## src/rtl/jtopll_mmr_pkg.sv

```systemverilog
// Shared types for the OPLL CPU register front-end.
//   up_kind_e : kind of a queued update record
//   up_rec_t  : queued update record {bank, kind, group, sub, data}
//   REG_RHYTHM: selector value of the rhythm/LFO global register
package jtopll_mmr_pkg;

    typedef enum logic [1:0] {
        UP_ORIG   = 2'd0,
        UP_FNUMLO = 2'd1,
        UP_FNUMHI = 2'd2,
        UP_INST   = 2'd3
    } up_kind_e;

    localparam logic [7:0] REG_RHYTHM = 8'h0E;

    typedef struct packed {
        logic        bank;
        up_kind_e    kind;
        logic [1:0]  group;
        logic [2:0]  sub;
        logic [7:0]  data;
    } up_rec_t;

    localparam int unsigned REC_W = $bits(up_rec_t);

    // Channel group of a per-channel register: three channels per group.
    function automatic logic [1:0] chan_group(input logic [3:0] lo);
        if (lo < 4'd3)      return 2'd0;
        else if (lo < 4'd6) return 2'd1;
        else                return 2'd2;
    endfunction

endpackage

```

## src/rtl/jtopll_wrq.sv

```systemverilog
// Generic synchronous FIFO for the register write queue.
//   clk, rst   : clock, asynchronous active-high reset (clears pointers and storage)
//   push_i     : store wdata_i; accepted when not full, or when full and a pop happens
//   pop_i      : drop the head; ignored when empty
//   rdata_o    : head entry, read combinationally from storage
//   full_o     : Depth entries held
//   empty_o    : no entries held
module jtopll_wrq #(
    parameter int unsigned Width = 16,
    parameter int unsigned Depth = 4
) (
    input  logic             clk,
    input  logic             rst,
    input  logic             push_i,
    input  logic             pop_i,
    input  logic [Width-1:0] wdata_i,
    output logic [Width-1:0] rdata_o,
    output logic             full_o,
    output logic             empty_o
);

    localparam int unsigned AW = $clog2(Depth);

    // One extra pointer bit separates full from empty when the indices match.
    logic [AW:0]      wr_q, rd_q;
    logic [Width-1:0] mem_q [Depth];
    logic             do_push, do_pop;

    assign empty_o = (wr_q == rd_q);
    assign full_o  = (wr_q[AW] != rd_q[AW]) && (wr_q[AW-1:0] == rd_q[AW-1:0]);
    assign do_pop  = pop_i & ~empty_o;
    assign do_push = push_i & (~full_o | do_pop);
    assign rdata_o = mem_q[rd_q[AW-1:0]];

    always_ff @(posedge clk or posedge rst) begin
        if (rst) begin
            wr_q <= '0;
            rd_q <= '0;
            for (int i = 0; i < Depth; i++) begin
                mem_q[i] <= '0;
            end
        end else begin
            if (do_push) begin
                mem_q[wr_q[AW-1:0]] <= wdata_i;
                wr_q                <= wr_q + 1'b1;
            end
            if (do_pop) begin
                rd_q <= rd_q + 1'b1;
            end
        end
    end

endmodule

```

## src/rtl/jtopll_mmr_q.sv

```systemverilog
// CPU-side register front-end for the OPLL family.
// Latches address/data writes for one or two banks, decodes channel and
// instrument writes into update records queued in jtopll_wrq, and applies
// the rhythm/LFO global register immediately.
//   clk, rst        : clock, asynchronous active-high reset
//   cen, cenop      : chip clock enable, operator-rate enable (qualifies up_ack)
//   din, addr, write: CPU bus; addr[0] 0=address 1=data, addr[1] bank
//   dout            : status {busy, overflow, full, 5'b0}
//   rhy_en, am_dep, vib_dep, rhy_kon : global bits
//   up_valid/up_ack : queue head handshake; up_kind/bank/group/sub/data = head record
//   overflow        : sticky, a record was dropped on a full queue
// Build option: define JTOPLL_MMR_BUSY_EN to build the chip-style busy counter.
module jtopll_mmr_q
    import jtopll_mmr_pkg::*;
#(
    parameter int unsigned BANKS    = 1,
    parameter int unsigned QDEPTH   = 4,
    parameter int unsigned BUSY_CYC = 12
) (
    input  logic       clk,
    input  logic       rst,
    input  logic       cen,
    input  logic       cenop,
    input  logic [7:0] din,
    input  logic [1:0] addr,
    input  logic       write,
    output logic [7:0] dout,
    output logic       rhy_en,
    output logic       am_dep,
    output logic       vib_dep,
    output logic [4:0] rhy_kon,
    output logic       up_valid,
    input  logic       up_ack,
    output logic [1:0] up_kind,
    output logic       up_bank,
    output logic [1:0] up_group,
    output logic [2:0] up_sub,
    output logic [7:0] up_data,
    output logic       overflow
);

    logic       bank;
    logic [7:0] sel_q [2];
    logic [7:0] sel;
    logic [3:0] lo, hi, lo_m6;
    logic       wr_addr, wr_data;
    logic       push, pop, full, empty, rhy_we, busy;
    logic       overflow_q;
    up_rec_t    rec, head;

    assign bank    = (BANKS == 2) ? addr[1] : 1'b0;
    assign wr_addr = write & ~addr[0];
    assign wr_data = write &  addr[0];
    assign sel     = sel_q[bank];
    assign lo      = sel[3:0];
    assign hi      = sel[7:4];
    assign lo_m6   = lo - 4'd6;

    // Record decode of a data write against the bank's selector.
    always_comb begin
        rec       = '0;
        rec.bank  = bank;
        rec.kind  = UP_ORIG;
        rec.data  = din;
        push      = 1'b0;
        rhy_we    = 1'b0;
        if (wr_data) begin
            if (!bank && sel < 8'd8) begin
                push    = 1'b1;
                rec.sub = sel[2:0];
            end else if (hi != 4'd0 && hi <= 4'd3 && lo <= 4'd8) begin
                push      = 1'b1;
                rec.kind  = up_kind_e'(hi[1:0]);
                rec.group = chan_group(lo);
                rec.sub   = (lo < 4'd6) ? lo[2:0] : lo_m6[2:0];
            end else if (!bank && sel == REG_RHYTHM) begin
                rhy_we = 1'b1;
            end
        end
    end

    always_ff @(posedge clk or posedge rst) begin
        if (rst) begin
            sel_q[0]   <= '0;
            sel_q[1]   <= '0;
            am_dep     <= 1'b0;
            vib_dep    <= 1'b0;
            rhy_en     <= 1'b0;
            rhy_kon    <= '0;
            overflow_q <= 1'b0;
        end else begin
            if (wr_addr) begin
                sel_q[bank] <= din;
            end
            if (rhy_we) begin
                am_dep  <= din[7];
                vib_dep <= din[6];
                rhy_en  <= din[5];
                rhy_kon <= din[4:0];
            end
            // A full queue only makes room when the head leaves in the same clk.
            if (push && full && !pop) begin
                overflow_q <= 1'b1;
            end
        end
    end

    assign up_valid = ~empty;
    assign pop      = up_valid & up_ack & cenop;

    jtopll_wrq #(
        .Width (REC_W),
        .Depth (QDEPTH)
    ) u_wrq (
        .clk     (clk),
        .rst     (rst),
        .push_i  (push),
        .pop_i   (pop),
        .wdata_i (rec),
        .rdata_o (head),
        .full_o  (full),
        .empty_o (empty)
    );

    assign up_kind  = head.kind;
    assign up_bank  = head.bank;
    assign up_group = head.group;
    assign up_sub   = head.sub;
    assign up_data  = head.data;
    assign overflow = overflow_q;

`ifdef JTOPLL_MMR_BUSY_EN
    localparam int unsigned BW = $clog2(BUSY_CYC + 1);

    logic [BW-1:0] busy_q, busy_d;

    always_comb begin
        busy_d = busy_q;
        if (wr_data) begin
            busy_d = BW'(BUSY_CYC);
        end else if (cen && busy_q != '0) begin
            busy_d = busy_q - 1'b1;
        end
    end

    always_ff @(posedge clk or posedge rst) begin
        if (rst) busy_q <= '0;
        else     busy_q <= busy_d;
    end

    assign busy = (busy_q != '0);
`else
    logic unused_cen;
    assign unused_cen = cen;
    assign busy       = 1'b0;
`endif

    assign dout = {busy, overflow_q, full, 5'b0};

endmodule

```

## config.mk

```make
export PLATFORM = sky130hd
export DESIGN_NAME = jtopll_mmr_q
export DESIGN_NICKNAME = d
export VERILOG_FILES = /design/src/rtl/jtopll_mmr_pkg.sv /design/src/rtl/jtopll_wrq.sv /design/src/rtl/jtopll_mmr_q.sv
export SDC_FILE = /design/constraint.sdc
export NUM_CORES = 1
export LEC_CHECK = 0
export BUFFER_PORTS_ARGS = -buffer_cell sky130_fd_sc_hd__buf_2
export CORE_MARGIN = 2
export CORE_UTILIZATION = 52
export DETAILED_ROUTE_END_ITERATION = 7
export GPL_ROUTABILITY_DRIVEN = 0
export HOLD_SLACK_MARGIN = 0.05
export PLACE_DENSITY = 0.8
export SLEW_MARGIN = 20
export SYNTH_ARGS = -nofsm -noshare
export SYNTH_HDL_FRONTEND = slang
export SYNTH_SLANG_ARGS = --single-unit
```

## constraint.sdc

```tcl
create_clock -name clk -period 2.5 [get_ports clk]
set_input_delay 0.5 -clock clk [delete_from_list [all_inputs] [get_ports clk]]
set_output_delay 0.5 -clock clk [all_outputs]
set_load 0.02 [all_outputs]
```

== After elaboration in Yosys (flattened, before gate mapping) ==
Index checks and enable logic that the tools add are counted.

* Output and inout bits: 34
* Logic and storage cells: 67
* Bits in registers: 87
* Input bits: 16

* Reduce and logical (&&, ||, !) cells: 8
* Equal/unequal tests: 4
* Multiplexer cells: 20
* $lt $le $gt $ge: 8
* Bitwise operators: 12
* Add/sub/neg operators: 3

{| class="wikitable"
|+ Operator list
! operator !! number
|-
| 64-bit bitwise mux || 1
|-
| 16-bit two-way mux || 3
|-
| 16-bit binary-select mux with 2-bit select || 1
|-
| 16-bit demux with 2-bit select || 1
|-
| 7-bit two-way mux || 2
|-
| 8-bit by 4-bit equality test with 1-bit output (second input constant) || 1
|-
| 8-bit by 4-bit less-than comparator with 1-bit output (second input constant) || 1
|-
| 1-bit two-way mux || 7
|-
| 3-bit by 1-bit adder with 3-bit output (second input constant) || 2
|-
| 1-bit bitwise AND || 6
|-
| 3-bit greater-or-equal comparator (second input constant) || 2
|-
| 1-bit logical AND || 6
|-
| 3-bit two-way mux || 2
|-
| 2-bit NOT with 3-bit output || 2
|-
| 4-bit by 2-bit less-or-equal comparator with 1-bit output (second input constant) || 1
|-
| 4-bit less-or-equal comparator (second input constant) || 1
|-
| 4-bit by 2-bit less-than comparator with 1-bit output (second input constant) || 1
|-
| 4-bit by 3-bit less-than comparator with 1-bit output (second input constant) || 1
|-
| 2-bit two-way mux || 2
|-
| 4-bit two-way mux || 1
|-
| 4-bit nonzero test || 1
|-
| 3-bit equality test || 1
|-
| 3-bit by 1-bit less-than comparator with 1-bit output (second input constant) || 1
|-
| 1-bit NOT || 3
|-
| 5 further kinds || 5
|}

== Longest topological paths before layout ==
Gate-level depths: netlist (run 1).

* Word-level depth: 8
* Gate-level depth with buffers: 7
* Mapped depth without buffers: 6

== Modules after synthesis ==
Synthesis (run 1) repeated with hierarchy kept, for this count alone.

* Cells, all modules: 297
* Area, all modules: 4236.6 µm²

{| class="wikitable"
|+ Modules (own cells, without submodules)
! module !! area an instance (µm²) !! cells an instance !! sequential area each (µm²) !! times used
|-
| jtopll_wrq || 3320.7 || 203 || 1751.7 || 1
|-
| jtopll_mmr_q || 915.9 || 94 || 425.4 || 1
|}

== Worst setup path after synthesis (run 1) ==
OpenSTA, ideal clock, no wires.

* Path kind: reg-to-reg
* From: register sel_q[9] (netlist name)
* To: register u_wrq.mem_q[0] (netlist name)
* Buffers on the path: 1
* Data required time: 2.375 ns
* Setup time: 0.125 ns
* Period minus slack after synthesis: 2.047 ns
* Data arrival time: 1.922 ns
* Cell stages (with the launch flop): 8
* Setup slack: 0.453 ns
* Path through: dfrtp_1 -> inv_1 -> ha_1 -> nor2b_1 -> a21boi_4 -> nor3_4 -> buf_12 -> mux2_4

* Word-level cells in the longest chain between the ends: 6
* Elaborated cells between the ends (all ways): 7
* Those cells by class: order compare (2); mux (3); bitwise (1); reduce/logical (1)

{| class="wikitable"
|+ Ends and longest elaborated chain
! element !! RTL line !! source
|-
| start: declaration || jtopll_mmr_q.sv:43 || <nowiki>logic [7:0] sel_q [2];</nowiki>
|-
| start signal: indexed assignment || jtopll_mmr_q.sv:93 || <nowiki>sel_q[bank] <= din;</nowiki>
|-
| 4-bit less-or-equal comparator || jtopll_mmr_q.sv:71 || <nowiki>end else if (hi != 4'd0 && hi <= 4'd3 && lo <= 4'd8) begin</nowiki>
|-
| 1-bit logical AND || jtopll_mmr_q.sv:71 ||
|-
| 1-bit two-way mux || jtopll_mmr_q.sv:71 ||
|-
| 1-bit two-way mux (*) || jtopll_mmr_q.sv:68 || <nowiki>if (!bank && sel < 8'd8) begin</nowiki>
|-
| 1-bit two-way mux (*) || jtopll_mmr_q.sv:67 || <nowiki>if (wr_data) begin</nowiki>
|-
| 1-bit bitwise AND (*) || jtopll_wrq.sv:32 || <nowiki>assign do_push = push_i & (~full_o | do_pop);</nowiki>
|-
| end signal: indexed assignment || jtopll_wrq.sv:44 || <nowiki>mem_q[wr_q[AW-1:0]] <= wdata_i;</nowiki>
|-
| end: declaration || jtopll_wrq.sv:26 || <nowiki>logic [Width-1:0] mem_q [Depth];</nowiki>
|}

Mark *: on every way between the ends. The rest lies on a longest branch, timed or not.
A chain may end at the register's enable or synchronous reset.

== Worst setup path after layout (run 1) ==
* From: register u_wrq.rd_q[1]
* To: output port up_sub[0]

* Word-level cells in the longest chain between the ends: 4

{| class="wikitable"
|+ Ends and longest elaborated chain
! element !! RTL line !! source
|-
| start: declaration || jtopll_wrq.sv:25 || <nowiki>logic [AW:0] wr_q, rd_q;</nowiki>
|-
| start signal: assignment || jtopll_wrq.sv:48 || <nowiki>rd_q <= rd_q + 1'b1;</nowiki>
|-
| 2-bit NOT with 3-bit output (implied by the code) || jtopll_wrq.sv:33 || <nowiki>assign rdata_o = mem_q[rd_q[AW-1:0]];</nowiki>
|-
| 16-bit binary-select mux with 2-bit select || jtopll_wrq.sv:33 ||
|-
| 16-bit two-way mux (implied by the code) (2 in series) || jtopll_wrq.sv:33 ||
|-
| end: declaration || jtopll_mmr_q.sv:37 || <nowiki>output logic [2:0] up_sub,</nowiki>
|}

Every way passes these cells. The select of a mux whose other input is x is not followed.

==> run_results.csv, run 1 <==
group,metric,value,unit
outcome,status,"finished clean",
drt,via_per_inst,5.42,
logic_synthesis,post-synth-top-area-fraction,0.518,
die,io_pins,50,
worst_setup_path,reg2reg_depth,7,
cells_and_area,layout-drive-gt1-share,0.534,
sta,drv_slew,0,
sta,totalNegativeSetupSlack,0,ps
clock_tree,count_of_hold_buffers_inserted_by_post_cts_repair,0,
worst_setup_path,cp_cell_sequence,"buf_4 > mux4_2 > buf_2",
logic_synthesis,ys_seq_elements,83,
power_and_ir_drop,power.share.switching,0.325,
die,starting_utilization_of_the_core_area,0.527,
worst_setup_path,cp_slowest_stage_delay,570,ps
worst_setup_path,crit_path_start,"u_wrq.rd_q[1]",
drt,detail_route.drc_violations,0,
sta,max_slew_margin,0.667,
worst_setup_path,reg2reg_setup_slack,270,ps
clock_tree,numClockSinks,83,
cells_and_area,syn_to_final_growth,13.0,%
logic_synthesis,synth.area.top_cells,"sky130_fd_sc_hd__dfrtp_1 52%, sky130_fd_sc_hd__mux2_2 19%, sky130_fd_sc_hd__mux4_2 6.7%",
worst_setup_path,delay_heaviest_family_cp,"flip-flops",
clock_tree,clock_tree.root_cell,"sky130_fd_sc_hd__clkbuf_8",
sta,period_needed,2250,ps
power_and_ir_drop,share_seq_of_total_power,0.422,
logic_synthesis,post_synth_inst_count,261,
sta,timing_hold_violations_final,0,
clock_tree,tritoncts,"done",
power_and_ir_drop,power.combinational.fraction,0.346,
drt,drt-pass1-iter-count,5,
logic_synthesis,seq_area_frac_synth,0.518,
worst_setup_path,timing.critical_path.to_type,"primary output",
clock_tree,path_clk_slew,80,ps
sta,grt_setup_unrepaired,"false",
die,fp.dieH,91.8,um
power_and_ir_drop,clock_share_of_power,0.231,
drt,detail_route.wirelength,7350,um
global_route,grt-ovfl-total,0,
sta,clock.fmax,444,MHz
power_and_ir_drop,power.static_leakage,2.19,nW
clock_tree,post_cts_resize_count,0,
clock_tree,tritoncts.num_buffers,9,
worst_setup_path,worst-endpoint-arrival,1750,ps
worst_hold_path,hold_class,"in2async",
sta,finalSetupViolations,0,
placed_design,place.detailed.hpwl,4950,um
worst_setup_path,worst-endpoint-required,2000,ps
global_route,grt_start_max_net_pins,63,
die,floorplan.die_area,0.00844,mm2
logic_synthesis,yosysTopAreaCell,"sky130_fd_sc_hd__dfrtp_1",
cells_and_area,sequential_cell_area,0.00208,mm2
logic_synthesis,synth_cell_type_count,42,
cells_and_area,finalNetCount,330,
worst_setup_path,start_kind,"flip-flop",
sta,clock-skew-final,12.2,ps
logic_synthesis,yosysWarningCount,0,
worst_setup_path,crit_cells,3,
worst_setup_path,critPathCapture,"up_sub[0]",
sta,period_share,0.900,
power_and_ir_drop,intPower,0.00314,W
power_and_ir_drop,p_switching,0.00151,W
global_route,grt_antenna_before_repair,0,
worst_setup_path,timing.rr.end,"u_wrq.mem_q[23]",
worst_setup_path,timing.critical_path.slowest_stage_cell,"sky130_fd_sc_hd__dfrtp_1",
job,maxCapViolCount,0,
worst_setup_path,worst-path-max-fanout,11,
logic_synthesis,avgSynthCellArea,15.4,um2
worst_setup_path,timing_worst_setup_path_type,"reg2out",
global_route,grt_first_pass_wirelength,12400,um
global_route,first_global_vias,2399,
drt,dr.first_iter.drc_count,99,
power_and_ir_drop,totalPowerFinal,0.00465,W
clock_tree,ctsLongestPathBuffers,2,
cells_and_area,area_used_by_multi_input_combinational_logic,0.00177,mm2
drt,vias,2250,
cells_and_area,diodes,0,
clock_tree,worst_skew_pair.late_latency,360,ps
die,core_area,0.00761,mm2
power_and_ir_drop,power_density,1030,mW/mm2
logic_synthesis,syn_area,0.00401,mm2
drt,route.detailed.wl_per_inst,17.7,um
clock_tree,cts_setup_buffers,0,
worst_setup_path,timing.critical_path.buf_inv,2,
drt,final_antenna_net_count,0,
worst_setup_path,worstReg2RegStart,"sel_q[9]",
power_and_ir_drop,peakVddDrop,0.600,mV
die,fp-row-count,32,
global_route,groute.usage.overall,0.197,
cells_and_area,fill_cells,608,
placed_design,placement.io_buffers,40,
clock_tree,htree_levels,3,
die,die_width,91.8,um
sta,worstMarginPinSlew,495,ps
## power groups by stage
stage               registers [W]  clock network (W)  logic (W)
finish                    0.00196            0.00108    0.00161
global route              0.00202            0.00117    0.00173
CTS                       0.00197            0.00110    0.00163
detailed placement        0.00199                  0    0.00162
global placement          0.00196                  0    0.00158
floorplan                 0.00192                  0    0.00132
## state kept, by name, indices dropped and copies added, names as in the netlist
register,count
am_dep,1
vib_dep,1
rhy_kon,5
sel_q,8
rhy_en,1
overflow,1
u_wrq.wr_q,3
u_wrq.mem_q,60
u_wrq.rd_q,3
## cells in the mapped netlist, drive strengths merged
| master | n |
|---|---|
| xnor2 | 5 |
| nor2 | 3 |
| and4 | 1 |
| or3 | 2 |
| clkbuf | 4 |
| nor2b | 1 |
| mux4 | 15 |
| or2 | 1 |
| nand4b | 1 |
| ha | 6 |
| conb | 1 |
| o31ai | 1 |
| nor3 | 7 |
| a211o | 1 |
| mux2i | 1 |
| nand2 | 8 |
| mux2 | 78 |
| a21oi | 3 |
| a21boi | 2 |
| and2 | 2 |
| nand4 | 1 |
| inv | 5 |
| and3 | 1 |
| nand2b | 2 |
| nand3 | 1 |
| and3b | 1 |
| a31oi | 1 |
| nand4bb | 1 |
| and4bb | 1 |
| dfrtp | 83 |
| buf | 17 |
| a21o | 1 |
| xor2 | 3 |
## layer usage
layer	GRT usage	vias to the layer above	share of wire
met1	0.276	1173	0.47
met4	0.0709	0	0.010
met2	0.294	52	0.47
met3	0.0592	6	0.048
met5	0	-	0
li1	-	1019	-
## area by class of cell
cell class | instances | share of cell area
repair buffers | 51 | 0.0679
clock buffers | 14 | 0.0425
inverters | 5 | 0.00497
well taps | 102 | 0.0281
clock inverters | 2 | 0.00855
multi-input cells | 158 | 0.390
flip-flops and latches | 83 | 0.458
## logic make-up after synthesis
family                   Yosys count  share of synthesized area
adder cells (fa/ha/maj)            6                     0.0187
multiplexers                      94                      0.317
buffers and inverters             26                     0.0474
AO/OA/AOI/OAI                      9                     0.0178
XOR/XNOR                           8                     0.0193
other                              1                   0.000935
AND/OR/NAND/NOR                   34                     0.0614
flip-flops                        83                      0.518
## placed cells by master, fill, tap and decap left out, drive strengths merged, types with 3 or more instances in the layout
cell type / netlist / layout
a21oi: 3 / 3
buf: 17 / 51
clkbuf: 4 / 14
conb: 1 / 7
dfrtp: 83 / 83
ha: 6 / 6
inv: 5 / 5
mux2: 78 / 78
mux4: 15 / 15
nand2: 8 / 8
nor2: 3 / 3
nor3: 7 / 7
xnor2: 5 / 5
xor2: 3 / 3
## worst min path at each step
| stage | start | end | slack, ps | depth (start not counted) |
|---|---|---|---|---|
| 2_1_floorplan | u_wrq.mem_q[34] | u_wrq.mem_q[34] | 470 | 1 |
| 3_3_place_gp | overflow | overflow | 460 | 1 |
| 3_5_place_dp | overflow | overflow | 470 | 1 |
| 4_1_cts | rst | u_wrq.mem_q[3] | 160 | 2 |
| 5_1_grt | rst | u_wrq.mem_q[34] | 170 | 2 |
| 6_report | rst | u_wrq.mem_q[51] | 160 | 2 |
## per-stage QoR
step | cell area [um2] | utilization | instances | setup WS (ps) | hold slack (ps)
2_1_floorplan | 4040 | - | 267 | 453 | 472
3_3_place_gp | 4300 | 0.566 | 399 | 382 | 457
3_5_place_dp | 4300 | 0.566 | 399 | 304 | 472
4_1_cts | 4530 | 0.596 | 415 | 216 | 164
5_1_grt | 4530 | 0.596 | 415 | 76.4 | 173
6_report | 4530 | 0.596 | 415 | 250 | 163
No activity file was read; power rests on OpenSTA's default activity.
==> run 2: changes to the inputs <==
Settings changed: PLACE_DENSITY 0.8 to not set, PLACE_DENSITY_LB_ADDON set to 0.15.
==> run 2 against run 1 <==
Critical path depth stayed put. First-iteration DRC count is 47% lower. Clock skew hardly changed. Clock power is 9% lower. Count of clock-buffer cells in the layout is 1 lower. Power is 2.9% lower. Sequential share of layout area is 0.16 points higher. Utilization is 0.21 points lower. Via count is 1.5% lower. Routed wire length is 6.3% lower. Largest cell class unchanged.
==> run_results.csv, run 2 (synthesis gave the netlist of run 1 again) <==
group,metric,value,unit
power_and_ir_drop,clock_share_of_power,0.217,
clock_tree,cts_setup_buffers,0,
worst_setup_path,start_kind,"flip-flop",
drt,route.detailed.wl_per_inst,16.5,um
power_and_ir_drop,power.combinational.fraction,0.354,
cells_and_area,fin_util,0.594,
clock_tree,tritoncts.num_buffers,9,
global_route,grt_first_pass_wirelength,11700,um
worst_setup_path,crit_path_start,"u_wrq.rd_q[0]",
drt,drt-pass1-iter-count,4,
clock_tree,worst_skew_pair.late_latency,350,ps
sta,worstMarginPinSlew,517,ps
worst_setup_path,worst-endpoint-required,2000,ps
worst_setup_path,timing.critical_path.to_type,"primary output",
clock_tree,count_of_hold_buffers_inserted_by_post_cts_repair,0,
power_and_ir_drop,intPower,0.00306,W
worst_setup_path,worst-endpoint-arrival,1670,ps
worst_hold_path,hold_class,"in2async",
sta,post-route-worst-setup-slack,331,ps
cells_and_area,fill_cells,637,
clock_tree,tritoncts,"done",
cells_and_area,registers_with_the_most_flip_flops,"u_wrq.mem_q (60), sel_q (8), rhy_kon (5)",
power_and_ir_drop,power.share.switching,0.323,
drt,vias,2216,
drt,via_per_inst,5.30,
worst_setup_path,worstReg2RegStart,"sel_q[9]",
die,io_pins,50,
cells_and_area,syn_to_final_growth,12.6,%
cells_and_area,area_used_by_multi_input_combinational_logic,0.00177,mm2
die,fp.dieH,91.8,um
global_route,groute.usage.overall,0.181,
sta,clock.fmax,461,MHz
global_route,grt-ovfl-total,0,
clock_tree,post_cts_resize_count,0,
clock_tree,clock_tree.root_cell,"sky130_fd_sc_hd__clkbuf_8",
cells_and_area,largest_register_ffs,60,
global_route,use_met3,0.0337,
worst_setup_path,timing_worst_setup_path_type,"reg2out",
drt,detail_route.drc_violations,0,
cells_and_area,finalNetCount,333,
clock_tree,htree_levels,3,
clock_tree,numClockSinks,83,
clock_tree,path_clk_slew,90,ps
sta,period_needed,2170,ps
cells_and_area,sequential_cell_area,0.00208,mm2
sta,totalNegativeSetupSlack,0,ps
sta,timing_hold_violations_final,0,
sta,finalSetupViolations,0,
die,fp-row-count,32,
cells_and_area,diodes,0,
job,maxCapViolCount,0,
placed_design,placement.io_buffers,40,
sta,hold_slack_final,248,ps
die,floorplan.die_area,0.00844,mm2
die,die_width,91.8,um
global_route,grt.met1_usage,0.238,
drt,final_antenna_net_count,0,
die,core_area,0.00761,mm2
worst_setup_path,worst-path-max-fanout,10,
global_route,global_route.peak_usage_layer,"met2",
power_and_ir_drop,power.static_leakage,2.18,nW
placed_design,place.detailed.hpwl,4770,um
cells_and_area,most_frequent_cells_in_the_layout,"83 x sky130_fd_sc_hd__dfrtp_1, 69 x sky130_fd_sc_hd__mux2_2, 40 x sky130_fd_sc_hd__buf_2, 13 x sky130_fd_sc_hd__buf_4, 12 x sky130_fd_sc_hd__mux4_2",
cells_and_area,largest_register,"u_wrq.mem_q",
placed_design,dp_worst_setup_slack,336,ps
drt,dr.first_iter.drc_count,52,
power_and_ir_drop,power_density,1000,mW/mm2
sta,period_share,0.867,
power_and_ir_drop,peakVddDrop,0.452,mV
sta,drv_slew,0,
power_and_ir_drop,p_switching,0.00146,W
global_route,grt_start_max_net_pins,84,
cells_and_area,leading_cell_type_in_the_layout_fill_and_taps_excluded,"sky130_fd_sc_hd__dfrtp_1",
drt,detail_route.wirelength,6890,um
outcome,status,"finished clean",
sta,grt_setup_unrepaired,"false",
global_route,first_global_vias,2269,
global_route,gr-usage-met2,0.298,
cells_and_area,layout-drive-gt1-share,0.532,
clock_tree,ctsLongestPathBuffers,2,
die,starting_utilization_of_the_core_area,0.527,
sta,max_slew_margin,0.653,
global_route,grt_antenna_before_repair,0,
sta,clock-skew-final,12.5,ps
power_and_ir_drop,share_seq_of_total_power,0.430,
run 2: cell types whose count changed in the layout (fill, tap and decap cells not counted):
cell                         before  now
sky130_fd_sc_hd__inv_6            1    0
sky130_fd_sc_hd__clkinv_4         0    1
sky130_fd_sc_hd__buf_4            9   13
sky130_fd_sc_hd__buf_12           2    1
sky130_fd_sc_hd__clkbuf_1         0    2
sky130_fd_sc_hd__clkbuf_8        14   11
sky130_fd_sc_hd__clkinvlp_4       1    2
run 2: metal layers:
metal	up-vias	routed length [um]
met5	-	0
met4	0	109
met3	11	204
met2	37	3420
met1	1145	3160
li1	1023	-
run 2: power groups by stage:
stage | logic, W | registers [W] | clock network, W
global route | 0.00173 | 0.00199 | 0.00106
floorplan | 0.00132 | 0.00192 | 0
CTS | 0.00163 | 0.00194 | 0.00100
finish | 0.00160 | 0.00194 | 0.000978
detailed placement | 0.00163 | 0.00197 | 0
global placement | 0.00161 | 0.00195 | 0
run 2: per-stage QoR:
stage / cells / cell area, um2 / power [W]
floorplan: 267 / 4040 / 0.00324
global placement: 402 / 4310 / 0.00356
detailed placement: 402 / 4310 / 0.00360
CTS: 418 / 4520 / 0.00457
global route: 418 / 4520 / 0.00479
finish: 418 / 4520 / 0.00452
run 2: area by class of cell:
cell class              instances  share of cell area
clock buffers                  13              0.0352
clock inverters                 3              0.0102
inverters                       5             0.00498
multi-input cells             158               0.391
flip-flops and latches         83               0.460
well taps                     102              0.0282
repair buffers                 54              0.0703
run 2: worst paths after layout:
| check | to | slack, ps | cells after the start |
|---|---|---|---|
| min in group clk | u_wrq.mem_q[4] | 460 | 2 |
| hold reg to reg | overflow | 490 | 1 |
| setup reg to reg | u_wrq.mem_q[23] | 340 | 7 |
| setup / recovery | up_sub[1] | 330 | 3 |
| max in group asynchronous | sel_q[15] | 1900 | 3 |
| hold / removal | rhy_kon[3] | 250 | 3 |
run 2: worst max-delay path, stage by stage, from the launching register on:
cell                      delay [ps]
sky130_fd_sc_hd__dfrtp_1         350
sky130_fd_sc_hd__buf_4           240
sky130_fd_sc_hd__mux4_1          570
sky130_fd_sc_hd__buf_2           170
==> run 3: changes to the inputs <==
Settings changed: BUFFER_PORTS_ARGS -buffer_cell sky130_fd_sc_hd__buf_2 to -buffer_cell sky130_fd_sc_hd__buf_4.
==> run 3 against run 2 <==
Cell count unchanged. Clock skew decreased by 4.6 ps. Final area increased by 2.7%. Routed wire length increased by 2.8%. Setup slack got worse by 30 ps. Sequential share of layout area decreased by 1.2 points. Largest power group unchanged.
==> run_results.csv, run 3 (synthesis gave the netlist of run 1 again) <==
group,metric,value,unit
power_and_ir_drop,p_switching,0.00148,W
sta,period_needed,2200,ps
worst_setup_path,timing_worst_setup_path_type,"reg2out",
outcome,status,"finished clean",
die,io_pins,50,
global_route,grt-ovfl-total,0,
sta,clock.fmax,455,MHz
cells_and_area,layout-drive-gt1-share,0.535,
placed_design,place.detailed.hpwl,4980,um
sta,drv_slew,0,
global_route,first_global_vias,2347,
worst_setup_path,worst-endpoint-arrival,1700,ps
drt,drt-pass1-iter-count,4,
drt,detail_route.drc_violations,0,
global_route,grt_start_max_net_pins,65,
power_and_ir_drop,power.combinational.fraction,0.364,
placed_design,placement.io_buffers,40,
drt,vias,2263,
die,floorplan.die_area,0.00844,mm2
sta,worstMarginPinSlew,523,ps
power_and_ir_drop,power_density,1020,mW/mm2
sta,max_slew_margin,0.648,
power_and_ir_drop,power.share.switching,0.313,
sta,finalSetupViolations,0,
sta,totalNegativeSetupSlack,0,ps
power_and_ir_drop,power.static_leakage,2.21,nW
clock_tree,worst_skew_pair.late_latency,340,ps
clock_tree,cts_setup_buffers,0,
clock_tree,post_cts_resize_count,0,
worst_setup_path,start_kind,"flip-flop",
global_route,grt_first_pass_wirelength,12100,um
worst_setup_path,timing.critical_path.to_type,"primary output",
cells_and_area,largest_register,"u_wrq.mem_q",
drt,detail_route.wirelength,7090,um
die,fp-row-count,32,
drt,dr.first_iter.drc_count,75,
sta,grt_setup_unrepaired,"false",
sta,timing_hold_violations_final,0,
clock_tree,tritoncts.num_buffers,9,
clock_tree,numClockSinks,83,
power_and_ir_drop,clock_share_of_power,0.227,
power_and_ir_drop,peakVddDrop,0.501,mV
clock_tree,htree_levels,3,
power_and_ir_drop,intPower,0.00326,W
clock_tree,ctsLongestPathBuffers,2,
sta,period_share,0.879,
cells_and_area,finalNetCount,333,
clock_tree,tritoncts,"done",
clock_tree,clock_tree.root_cell,"sky130_fd_sc_hd__clkbuf_8",
drt,final_antenna_net_count,0,
job,maxCapViolCount,0,
cells_and_area,registers_with_the_most_flip_flops,"u_wrq.mem_q (60), sel_q (8), rhy_kon (5)",
sta,hold_slack_final,162,ps
global_route,grt_antenna_before_repair,0,
die,core_area,0.00761,mm2
cells_and_area,most_frequent_cells_in_the_layout,"83 x sky130_fd_sc_hd__dfrtp_1, 69 x sky130_fd_sc_hd__mux2_2, 53 x sky130_fd_sc_hd__buf_4, 12 x sky130_fd_sc_hd__mux4_2, 11 x sky130_fd_sc_hd__clkbuf_8",
cells_and_area,largest_register_ffs,60,
cells_and_area,syn_to_final_growth,15.7,%
die,die_width,91.8,um
clock_tree,count_of_hold_buffers_inserted_by_post_cts_repair,0,
cells_and_area,leading_cell_type_in_the_layout_fill_and_taps_excluded,"sky130_fd_sc_hd__dfrtp_1",
drt,route.detailed.wl_per_inst,17.0,um
global_route,groute.usage.overall,0.186,
cells_and_area,diodes,0,
sta,clock-skew-final,7.94,ps
die,fp.dieH,91.8,um
drt,via_per_inst,5.41,
power_and_ir_drop,share_seq_of_total_power,0.409,
worst_setup_path,worst-path-max-fanout,10,
worst_hold_path,hold_class,"in2async",
clock_tree,path_clk_slew,80,ps
worst_setup_path,worst-endpoint-required,2000,ps
die,starting_utilization_of_the_core_area,0.527,
run 3: changes by cell type in the layout (fill, tap and decap cells not counted):
| cell | delta |
|---|---|
| sky130_fd_sc_hd__buf_2 | -40 |
| sky130_fd_sc_hd__clkinv_2 | +1 |
| sky130_fd_sc_hd__bufinv_16 | +1 |
| sky130_fd_sc_hd__clkbuf_1 | -1 |
| sky130_fd_sc_hd__buf_4 | +40 |
| sky130_fd_sc_hd__clkinv_4 | -1 |
run 3: layout make-up:
class	count	area [um2]
Multi-Input combinational cell	158	1770
Clock inverter	4	72.6
Inverter	5	22.5
Tap cell	102	128
Sequential cell	83	2080
Clock buffer	12	155
Timing Repair Buffer	54	418
Fill cell	611	2970
run 3: critical path: stages, from the launching register on:
cell and delay, ps:
sky130_fd_sc_hd__dfrtp_1 350, sky130_fd_sc_hd__buf_4 240, sky130_fd_sc_hd__mux4_1 580, sky130_fd_sc_hd__buf_4 180
run 3: power groups by stage:
stage,logic (W),clock network (W),registers (W)
2_1_floorplan,0.00132,0,0.00192
3_3_place_gp,0.00172,0,0.00195
3_5_place_dp,0.00175,0,0.00197
4_1_cts,0.00176,0.00110,0.00194
5_1_grt,0.00186,0.00116,0.00200
6_report,0.00173,0.00107,0.00194
run 3: final timing paths:
path,depth (start not counted),start,end,slack [ps]
min in group clk,2,din[6],u_wrq.mem_q[6],430
worst min-delay path,2,rst,u_wrq.mem_q[50],160
worst max register to register,7,sel_q[9],u_wrq.mem_q[9],340
max in group asynchronous,3,rst,u_wrq.mem_q[26],1670
worst min register to register,1,u_wrq.mem_q[59],u_wrq.mem_q[59],510
worst max-delay path,3,u_wrq.rd_q[0],up_sub[1],300
run 3: routing by layer:
metal / track usage / vias up / wire length [um]
met5: 0 / - / 0
met4: 0.0709 / 0 / 110
met3: 0.0337 / 9 / 229
met2: 0.297 / 41 / 3530
met1: 0.258 / 1179 / 3220
li1: - / 1034 / -
run 3: stage by stage:
| step | cell area (um2) | power [W] | worst slack, ps | std cells | util |
|---|---|---|---|---|---|
| 4_1_cts | 4640 | 0.00480 | 276 | 418 | 0.610 |
| 3_3_place_gp | 4410 | 0.00367 | 407 | 402 | 0.580 |
| 6_report | 4640 | 0.00474 | 302 | 418 | 0.610 |
| 3_5_place_dp | 4410 | 0.00372 | 335 | 402 | 0.580 |
| 5_1_grt | 4640 | 0.00502 | 171 | 418 | 0.610 |
| 2_1_floorplan | 4040 | 0.00324 | 453 | 267 | - |
